`src/rtl/reg32_shift_sequencer.sv`:
```
// Command sequencer for a 32-bit shift register: load, rotate, serial-shift or read,
// then report the register contents together with a check against an internal shadow copy.
module reg32_shift_sequencer #(
    parameter int         WIDTH      = 32,
    parameter int         CNT_W      = 6,
    parameter logic [1:0] MODE_SHIFT = 2'b00,
    parameter logic [1:0] MODE_ROT   = 2'b01,
    parameter logic [1:0] MODE_LOAD  = 2'b10
) (
    input  logic             clk,
    input  logic             rst_n,
    input  logic             cmd_valid,
    output logic             cmd_ready,
    input  logic [1:0]       cmd_op,
    input  logic             cmd_dir,
    input  logic             cmd_sin,
    input  logic [CNT_W-1:0] cmd_count,
    input  logic [WIDTH-1:0] cmd_data,
    output logic             enb,
    output logic             dir,
    output logic             s_in,
    output logic [1:0]       modo,
    output logic [WIDTH-1:0] d,
    input  logic [WIDTH-1:0] q,
    output logic             res_valid,
    input  logic             res_ready,
    output logic [WIDTH-1:0] res_data,
    output logic             res_err
);

    localparam logic [1:0] OP_LOAD  = 2'b00;
    localparam logic [1:0] OP_ROT   = 2'b01;
    localparam logic [1:0] OP_SHIFT = 2'b10;
    localparam logic [1:0] OP_READ  = 2'b11;

    typedef enum logic [2:0] {
        ST_IDLE,
        ST_LOAD,
        ST_SHIFT,
        ST_CAPTURE,
        ST_RESP
    } state_t;

    state_t state_reg, state_next;

    logic [1:0]       op_reg;
    logic             dir_reg;
    logic             sin_reg;
    logic [CNT_W-1:0] cnt_reg;
    logic [WIDTH-1:0] data_reg;
    logic [WIDTH-1:0] shadow_reg;
    logic [WIDTH-1:0] shadow_step;

    logic             enb_reg, enb_next;
    logic             dir_out_reg, dir_out_next;
    logic             s_in_reg, s_in_next;
    logic [1:0]       modo_reg, modo_next;
    logic [WIDTH-1:0] d_reg, d_next;
    logic             res_valid_reg, res_valid_next;
    logic [WIDTH-1:0] res_data_reg, res_data_next;
    logic             res_err_reg, res_err_next;

    logic accept;

    assign accept    = cmd_valid && (state_reg == ST_IDLE);
    assign cmd_ready = (state_reg == ST_IDLE);

    assign enb       = enb_reg;
    assign dir       = dir_out_reg;
    assign s_in      = s_in_reg;
    assign modo      = modo_reg;
    assign d         = d_reg;
    assign res_valid = res_valid_reg;
    assign res_data  = res_data_reg;
    assign res_err   = res_err_reg;

    // State register plus the registered register-side and result outputs.
    always_ff @(posedge clk or negedge rst_n) begin
        if (!rst_n) begin
            state_reg     <= ST_IDLE;
            enb_reg       <= 1'b0;
            dir_out_reg   <= 1'b0;
            s_in_reg      <= 1'b0;
            modo_reg      <= MODE_LOAD;
            d_reg         <= '0;
            res_valid_reg <= 1'b0;
            res_data_reg  <= '0;
            res_err_reg   <= 1'b0;
        end else begin
            state_reg     <= state_next;
            enb_reg       <= enb_next;
            dir_out_reg   <= dir_out_next;
            s_in_reg      <= s_in_next;
            modo_reg      <= modo_next;
            d_reg         <= d_next;
            res_valid_reg <= res_valid_next;
            res_data_reg  <= res_data_next;
            res_err_reg   <= res_err_next;
        end
    end

    always_comb begin
        state_next = state_reg;
        case (state_reg)
            ST_IDLE: begin
                if (accept) begin
                    state_next = (cmd_op == OP_READ) ? ST_CAPTURE : ST_LOAD;
                end
            end
            ST_LOAD: begin
                if ((op_reg == OP_LOAD) || (cnt_reg == '0)) begin
                    state_next = ST_CAPTURE;
                end else begin
                    state_next = ST_SHIFT;
                end
            end
            ST_SHIFT: begin
                if (cnt_reg == CNT_W'(1)) begin
                    state_next = ST_CAPTURE;
                end
            end
            ST_CAPTURE: state_next = ST_RESP;
            ST_RESP: begin
                if (res_ready) begin
                    state_next = ST_IDLE;
                end
            end
            default: state_next = ST_IDLE;
        endcase
    end

    // Outputs are computed from the upcoming state so the register sees them during that state.
    always_comb begin
        enb_next       = 1'b0;
        dir_out_next   = dir_out_reg;
        s_in_next      = s_in_reg;
        modo_next      = modo_reg;
        d_next         = d_reg;
        res_valid_next = (state_next == ST_RESP);
        res_data_next  = res_data_reg;
        res_err_next   = res_err_reg;
        case (state_next)
            ST_LOAD: begin
                enb_next  = 1'b1;
                modo_next = MODE_LOAD;
                d_next    = cmd_data;
            end
            ST_SHIFT: begin
                enb_next     = 1'b1;
                dir_out_next = dir_reg;
                s_in_next    = sin_reg;
                modo_next    = (op_reg == OP_ROT) ? MODE_ROT : MODE_SHIFT;
            end
            default: ;
        endcase
        if (state_reg == ST_CAPTURE) begin
            res_data_next = q;
            res_err_next  = (op_reg == OP_READ) ? 1'b0 : (q != shadow_reg);
        end
    end

    // Shadow copy advances exactly like the external register.
    always_comb begin
        shadow_step = shadow_reg;
        if (op_reg == OP_ROT) begin
            shadow_step = dir_reg ? {shadow_reg[0], shadow_reg[WIDTH-1:1]}
                                  : {shadow_reg[WIDTH-2:0], shadow_reg[WIDTH-1]};
        end else begin
            shadow_step = dir_reg ? {sin_reg, shadow_reg[WIDTH-1:1]}
                                  : {shadow_reg[WIDTH-2:0], sin_reg};
        end
    end

    always_ff @(posedge clk or negedge rst_n) begin
        if (!rst_n) begin
            op_reg     <= OP_LOAD;
            dir_reg    <= 1'b0;
            sin_reg    <= 1'b0;
            cnt_reg    <= '0;
            data_reg   <= '0;
            shadow_reg <= '0;
        end else begin
            if (accept) begin
                op_reg   <= cmd_op;
                dir_reg  <= cmd_dir;
                sin_reg  <= cmd_sin;
                cnt_reg  <= cmd_count;
                data_reg <= cmd_data;
            end
            if (state_reg == ST_LOAD) begin
                shadow_reg <= data_reg;
            end
            if (state_reg == ST_SHIFT) begin
                shadow_reg <= shadow_step;
                cnt_reg    <= cnt_reg - CNT_W'(1);
            end
        end
    end

endmodule

```
`config.mk`:
```
export PLATFORM = sky130hd
export DESIGN_NAME = reg32_shift_sequencer
export DESIGN_NICKNAME = d
export VERILOG_FILES = /design/src/rtl/reg32_shift_sequencer.sv
export SDC_FILE = /design/constraint.sdc
export NUM_CORES = 1
export LEC_CHECK = 0
export ABC_AREA = 0
export BUFFER_PORTS_ARGS = -buffer_cell sky130_fd_sc_hd__buf_2
export CORE_ASPECT_RATIO = 1.5
export CORE_MARGIN = 2
export CORE_UTILIZATION = 46
export CTS_CLUSTER_SIZE = 20
export DETAILED_ROUTE_END_ITERATION = 8
export PLACE_DENSITY = 0.68
export SYNTH_ARGS = -nofsm -noshare
export SYNTH_HDL_FRONTEND = slang
export SYNTH_SLANG_ARGS = --single-unit
```
`constraint.sdc`:
```
create_clock -name clk -period 2.9 [get_ports clk]
set_input_delay 0.58 -clock clk [delete_from_list [all_inputs] [get_ports clk]]
set_output_delay 0.58 -clock clk [all_outputs]
set_load 0.02 [all_outputs]
```
* Word level (Yosys, flattened, before mapping)
Index checks and enable logic that the tools add are counted.
** Word-level totals
- Bits in registers :: 148
- Input port bits :: 78
- Output and inout bits :: 72
- Logic and storage cells :: 54
** Cells by class
- Add/subtract/negate cells :: 1
- Eq/ne operators :: 12
- Muxes and demuxes :: 17
- Reduce and logical (&&, ||, !) cells :: 9
** Operators by type and width (number)
- 32-bit two-way mux :: 5
- 32-bit inequality test :: 1
- 3-bit case mux with 5 select lines :: 1
- 6-bit two-way mux :: 2
- 3-bit by 2-bit == test with 1-bit output, second input constant :: 3
- 3-bit two-way mux :: 3
- 3-bit by 1-bit == test with 1-bit output, second input constant :: 2
- 3-bit == test, second input constant :: 2
- 6-bit by 1-bit == test with 1-bit output, second input constant :: 1
- 6-bit zero test :: 1
- 2-bit nonzero test :: 3
- 6-bit by 1-bit subtractor with 6-bit output, second input constant :: 1
- 2-bit == test, second input constant :: 2
- 1-bit two-way mux :: 4
- 2-bit case mux with 2 select lines :: 1
- 3-bit zero test :: 1
- 2-bit by 1-bit == test with 1-bit output, second input constant :: 1
- 2-bit zero test :: 1
- 2-bit two-way mux :: 1
- 2-bit OR reduction :: 1
- 1-bit logical AND :: 1
- 1-bit logical OR :: 1

* Logic depth before layout (Yosys ltp)
Gate-level depths: netlist of run 1.
- Depth after elaboration :: 7
- Depth in mapped cells :: 8
- Gate-level depth less buffers :: 6

* Least setup slack after synthesis of run 1
OpenSTA, ideal clock, no wires.
- Path kind :: reg-to-reg
- From :: register state_reg[2]
- To :: register d_reg[10], in the netlist d[10]
- Library setup time :: 125 ps
- Arrival time :: 1604 ps
- Required time :: 2775 ps
- Slack :: 1170 ps
- Cell stages (with the launch flop) :: 7
- Path buffers :: 2
- Period minus slack after synthesis :: 1730 ps
- Cells stage by stage :: dfrtp_1 -> nor3_4 -> and2_1 -> buf_4 -> nand2_4 -> buf_6 -> mux2_4
** On the way
- Longest elaborated chain between the ends :: 5
- Elaborated cells between the ends (all ways) :: 11
- Classes of those cells :: eq/ne: 5; mux: 4; reduce/logical: 2
** Ends and longest elaborated chain
- start: declaration :: line 44 : state_t state_reg, state_next;
- start signal: assignment :: line 90 : state_reg <= state_next;
- 3-bit zero test *
- net cmd_ready :: line 13 : output logic cmd_ready,
- 1-bit logical AND :: line 65 : assign accept = cmd_valid && (state_reg == ST_IDLE);
- 3-bit two-way mux :: line 106 : if (accept) begin
- 3-bit case mux with 5 select lines * :: line 104 : case (state_reg)
- 3-bit by 1-bit == test with 1-bit output * :: line 142 : case (state_next)
- end signal: assignment :: line 95 : d_reg <= d_next;
- end: declaration :: line 58 : logic [WIDTH-1:0] d_reg, d_next;
Mark *: on every way through the listed nets, which the timed path passes. The rest lies on a longest branch.
A chain may end at the register's enable or synchronous reset.

* Final worst setup path of run 1
- From :: register state_reg[0]
- To :: register res_err_reg, in the netlist res_err
** On the way
- Longest elaborated chain between the ends :: 1
** Ends and longest elaborated chain
- 3-bit by 2-bit == test with 1-bit output :: line 156 : if (state_reg == ST_CAPTURE) begin
- end signal: assignment :: line 98 : res_err_reg <= res_err_next;
- end: declaration :: line 61 : logic res_err_reg, res_err_next;
No other way between the ends.

==> results of run 1 <==
through the flow:
step	setup slack, ns	hold WS [ns]	total power (W)	instances	area (um^2)
after floorplan	1.17	0.284	0.00756	631	6840
after global placement	0.978	0.462	0.00875	947	7730
after detailed placement	0.888	0.463	0.00894	947	7730
after CTS	0.866	0.190	0.0114	979	8380
after global routing	0.738	0.198	0.0120	979	8380
final	0.859	0.147	0.0113	980	8380
routing by layer:
metal	track usage (%)	vias up	part of all wire, %
li1	-	2401	-
met1	25.7	2422	43
met2	35.0	161	51
met3	3.28	22	4.2
met4	8.43	0	2.5
met5	0	-	0
layout by cell type (no fill, tap or decap), types with 4 or more instances in the layout:
cell type  instances
o21ai_0           60
clkinv_4           5
dfrtp_1          146
bufinv_16          4
mux2_2            39
nor2b_1            4
xnor2_1           32
mux2_4            27
clkbuf_16         17
nand4_1            9
a21oi_1            8
nand2_1          182
buf_2            148
mux2i_1           34
buf_4              4
nor2_1            12
cell type report:
| class | count | area (um^2) | area share [%] |
|---|---|---|---|
| clock buffers | 19 | 453 | 5.40 |
| inverters | 3 | 11.3 | 0.134 |
| diodes | 1 | 2.50 | 0.0299 |
| repair buffers | 155 | 822 | 9.81 |
| multi-input cells | 445 | 2940 | 35.1 |
| flip-flops and latches | 148 | 3710 | 44.2 |
| well taps | 196 | 245 | 2.93 |
| clock inverters | 13 | 198 | 2.36 |
worst min path at each step:
| stage | from | end | slack, ns | depth (start not counted) |
|---|---|---|---|---|
| 2_1_floorplan | rst_n | cnt_reg[0]$_DFFE_PN0P_ | 0.28 | 0 |
| 3_3_place_gp | data_reg[19]$_DFFE_PN0P_ | data_reg[19]$_DFFE_PN0P_ | 0.46 | 2 |
| 3_5_place_dp | data_reg[19]$_DFFE_PN0P_ | data_reg[19]$_DFFE_PN0P_ | 0.46 | 2 |
| 4_1_cts | rst_n | d[26]$_DFFE_PN0N_ | 0.19 | 1 |
| 5_1_grt | rst_n | d[26]$_DFFE_PN0N_ | 0.20 | 1 |
| 6_report | rst_n | d[29]$_DFFE_PN0N_ | 0.15 | 1 |
kinds of logic (layout without fill, tap and decap cells):
logic type | count (synthesis) | in the layout | share of synthesized area [%]
multiplexers | 100 | 100 | 17.3
XOR/XNOR | 32 | 32 | 4.10
adder cells (fa/ha/maj) | 3 | 3 | 0.549
buffers and inverters | 38 | 190 | 3.05
other | 0 | 1 | 0
AND/OR/NAND/NOR | 223 | 223 | 13.7
flip-flops | 148 | 148 | 54.1
AO/OA/AOI/OAI | 87 | 87 | 7.20
power breakdown:
group	switching, W	internal, W
Sequential	0.000965	0.00313
Clock	0.000877	0.00150
Combinational	0.00265	0.00214
worst max-delay path: cells and delay by family, from the launching register on:
kind | cells | cell delay [ns]
AOI/OAI and AO/OA | 2 | 0.58
DFF | 1 | 0.57
and+or+nand+nor | 2 | 0.80
==> results.ini, run 1 <==
[run_status]
status = finished clean

[clock_tree]
clock_path_buffers = 2
cts_root_buf = clkbuf_16
cts.sinks = 148
h-tree-depth = 4
ctsHoldBuffers = 0
cts.clk_slew.worst_paths_ns = 0.07
cts_resized = 0
numCtsBuffers = 17
cts_setup_buffers = 0
cts_tree = yes
clock_latency_ns = 0.42

[critical_path]
cp.arrival_ns = 2.39
worstPathRequired_ns = 3.25
r2r_cells = 4
start_kind = flop
r2r-end = res_err$_DFFE_PN0N_
cp_slowest_cell = dfrtp_1
cp-endpoint = res_err$_DFFE_PN0N_
timing.rr.start = state_reg[0]$_DFF_PN0_
path_class = reg2reg
critPathLaunch = state_reg[0]$_DFF_PN0_
worstSetupEndpointType = flop
ff2ff_setup_slack_ns = 0.86
crit_chain = nor2b_1 -> nand2_2 -> a221oi_1 -> a21o_1
max_stage_delay_ns = 0.57
path_max_fanout = 36

[synth]
ys_seq_elements = 148
yosysWarnings = 0
syn_area_mm2 = 0.00684
ys_types = 41
synth-edff-count = 0
synth_nets = 712
ys_seq_area_share_pct = 54.1
ys_async_sr_fraction_pct = 100
syn_avg_cell_area_um2 = 10.8
syn_inst = 631
synth_ff_type = dfrtp_1
yosysMostFrequentCell = nand2_1
synth_common_cells = 182 x nand2_1, 147 x dfrtp_1, 60 x o21ai_0
synth_top_area_cell = dfrtp_1
synthTopCellsByArea = dfrtp_1 54%, nand2_1 10%, mux2_2 6.4%
synth_top_cell_area_share_pct = 53.7

[placement]
gp_congestion = 0.794
dp_hpwl_um = 11500
portBuffers = 149

[sta]
slew_viol_final = 0
slew_headroom_pct = 36.1
finalHoldViolCount = 0
clock.fmax_ghz = 0.490
tns_ns = 0
min_period_over_period_pct = 70.4
fin_skew_ns = 0.0101
worst_pin_slew_ns = 0.959
finalSetupViolations = 0
layout_min_cycle_time_ns = 2.04
rsz0062_at_grt = no

[drt]
postRouteAntennaNets = 0
post_drt_wl_per_cell_um = 16.1
dr.first_iter.drc_count = 211
routed_via_density = 5.11
first_pass_iters = 4
wl_um = 15800
drc_errors = 0
via_count = 5006

[worst_hold_path]
hp-class = in2async

[grt]
grt_max_degree = 69
grt.total_usage_pct = 20.4
grt_pass1_vias = 4988
antenna_found_initial = 0
overflow = 0
grt_pass1_wl_um = 25900

[floorplanning]
fp.dieH_um = 153
fp-row-count = 54
ios = 150
coreArea_mm2 = 0.0145
dieArea_mm2 = 0.0159
die_x_um = 104
start_util_pct = 47.1

[cells_and_area]
fin_nets = 851
drive_above_1_share_pct = 33.7
nFillCells = 1236
utilization_pct = 57.7
syn_to_final_growth_pct = 22.4

[power_and_ir_drop]
leakage_nw = 4.08
power_density_mw_per_mm2 = 1340
ir_drop_v = 0.000593

[run]
maxCapViolCount = 0

Power figures use the tool's default switching activity.
==> run 2: changes to the inputs <==
PLACE_DENSITY = 0.71   (was 0.68)
clock period = 1.8 ns   (was 2.9 ns; I/O delays follow)
==> run 2 against run 1 <==
First-iteration DRC count up 28%. Non-clock buffer count rose by 15. Worst setup slack worse by 0.85 ns. Clock-buffer cell count fell by 1. Core utilization increased by 1.1 points. Final area is 1.9% higher. Critical endpoint is now dir$_DFFE_PN0N_. Largest power group unchanged. Highest routed layer unchanged.
==> results.ini, run 2 (synthesis gave the netlist of run 1 again) <==
[run_status]
status = finished clean

[sta]
finalSetupViolations = 0
min_period_over_period_pct = 99.6
layout_min_cycle_time_ns = 1.79
finalHoldViolCount = 0
worst_pin_slew_ns = 0.376
fin_skew_ns = 0.0116
slew_viol_final = 0
tns_ns = 0
rsz0062_at_grt = yes
slew_headroom_pct = 74.7
clock.fmax_ghz = 0.558

[critical_path]
worstPathRequired_ns = 2.10
worstSetupEndpointType = flop
crit_buf_inv = 1
path_max_fanout = 4
start_kind = flop
max_stage_delay_ns = 0.40
crit_chain = inv_2 -> ha_1 -> a22oi_2 -> o32ai_4 -> nor3_4 -> mux2_2
cp_slowest_cell = dfrtp_1
cp.arrival_ns = 2.10
cpLargestDelayFamily = flip-flops
path_class = reg2reg

[grt]
antenna_found_initial = 0
grt_max_degree = 63
grt.total_usage_pct = 20.4
overflow = 0
grt_pass1_vias = 5082
grt_pass1_wl_um = 25900

[cells_and_area]
n_antenna_cell = 0
layout_common_cells = 182 x nand2_1, 148 x buf_2, 145 x dfrtp_1
syn_to_final_growth_pct = 24.8
drive_above_1_share_pct = 35.2
fin_nets = 866
final_common_cell = nand2_1

[clock_tree]
cts_tree = yes
h-tree-depth = 4
numCtsBuffers = 17
cts.clk_slew.worst_paths_ns = 0.06
clock_latency_ns = 0.42
clock_path_buffers = 2
cts_root_buf = clkbuf_16
cts.sinks = 148

[floorplanning]
start_util_pct = 47.1
fp-row-count = 54
ios = 150
coreArea_mm2 = 0.0145
die_x_um = 104
dieArea_mm2 = 0.0159
fp.dieH_um = 153

[drt]
post_drt_wl_per_cell_um = 16.0
dr.first_iter.drc_count = 270
routed_via_density = 5.06
postRouteAntennaNets = 0
drc_errors = 0
wl_um = 15900
first_pass_iters = 4
via_count = 5027

[worst_hold_path]
hp-class = in2reg

[run]
maxCapViolCount = 0

[placement]
portBuffers = 149
gp_congestion = 0.828
dp_hpwl_um = 11600

[power_and_ir_drop]
leakage_nw = 4.17
p_total_w = 0.0184
power_density_mw_per_mm2 = 2150
ir_drop_v = 0.000993

-- run 2: cell count changes in the layout (fill, tap and decap cells not counted), sizes merged --
| cell | change |
|---|---|
| diode | -1 |
| clkinv | +2 |
| buf | +14 |
| dlygate4sd3 | +1 |
| clkbuf | -1 |
| bufinv | -1 |
-- run 2: final timing paths --
kind                                          from                 endpoint  slack (ns)  depth (start not counted)
min in group asynchronous                    rst_n        d[11]$_DFFE_PN0N_        0.37                          2
max in group asynchronous                    rst_n      modo[1]$_DFFE_PN1P_        0.73                          3
setup / recovery            cnt_reg[0]$_DFFE_PN0P_          dir$_DFFE_PN0N_       0.008                          6
setup reg to reg            cnt_reg[0]$_DFFE_PN0P_          dir$_DFFE_PN0N_       0.008                          6
hold / removal                             cmd_dir      dir_reg$_DFFE_PN0P_        0.15                          3
hold reg to reg            data_reg[1]$_DFFE_PN0P_  data_reg[1]$_DFFE_PN0P_        0.47                          2
-- run 2: final cells by class --
class                           instances  area, um^2
Clock buffer                           18         429
Clock inverter                         14         178
Fill cell                            1222        5980
Inverter                                3        11.3
Multi-Input combinational cell        445        2970
Sequential cell                       148        3710
Tap cell                              196         245
Timing Repair Buffer                  170        1000
-- run 2: worst reg2reg max path, cell delays in order (launching register included) --
cell     delay, ns
dfrtp_1       0.40
inv_2         0.08
ha_1          0.21
a22oi_2       0.21
o32ai_4       0.14
nor3_4        0.27
mux2_2        0.36
-- run 2: through the flow --
step / hold slack (ns) / setup WS, ns / utilization [%] / std cells / cell area (um^2)
floorplan: 0.0644 / 0.0704 / - / 631 / 6840
global placement: 0.241 / 0.146 / 54.2 / 959 / 7880
detailed placement: 0.248 / 0.0711 / 54.2 / 959 / 7880
CTS: 0.129 / 0.0440 / 58.5 / 992 / 8500
global route: 0.152 / -0.0682 / 58.8 / 994 / 8540
finish: 0.145 / 0.00774 / 58.8 / 994 / 8540
-- run 2: repair_timing --
| item | in CTS | in global routing |
|---|---|---|
| setup buffers | 0 | 2 |
| hold endpoints to repair | 25 | 0 |
| hold buffers | 1 | 0 |
| gates resized for setup | 0 | 7 |
| setup endpoints to repair | 0 | 5 |
-- run 2: power breakdown --
part	switching (W)	internal (W)	total, W	leakage (nW)
combinational	0.00465	0.00378	0.00843	2.09
clock	0.00142	0.00220	0.00362	0.295
sequential	0.00129	0.00505	0.00634	1.78
total	0.00736	0.0110	0.0184	4.17
-- run 2: layer usage --
metal / vias up / GRT usage (%) / wire length, um
li1: 2445 / - / -
met1: 2428 / 26.4 / 6980
met2: 135 / 33.9 / 7980
met3: 19 / 4.22 / 611
met4: 0 / 7.92 / 293
met5: - / 0 / 0
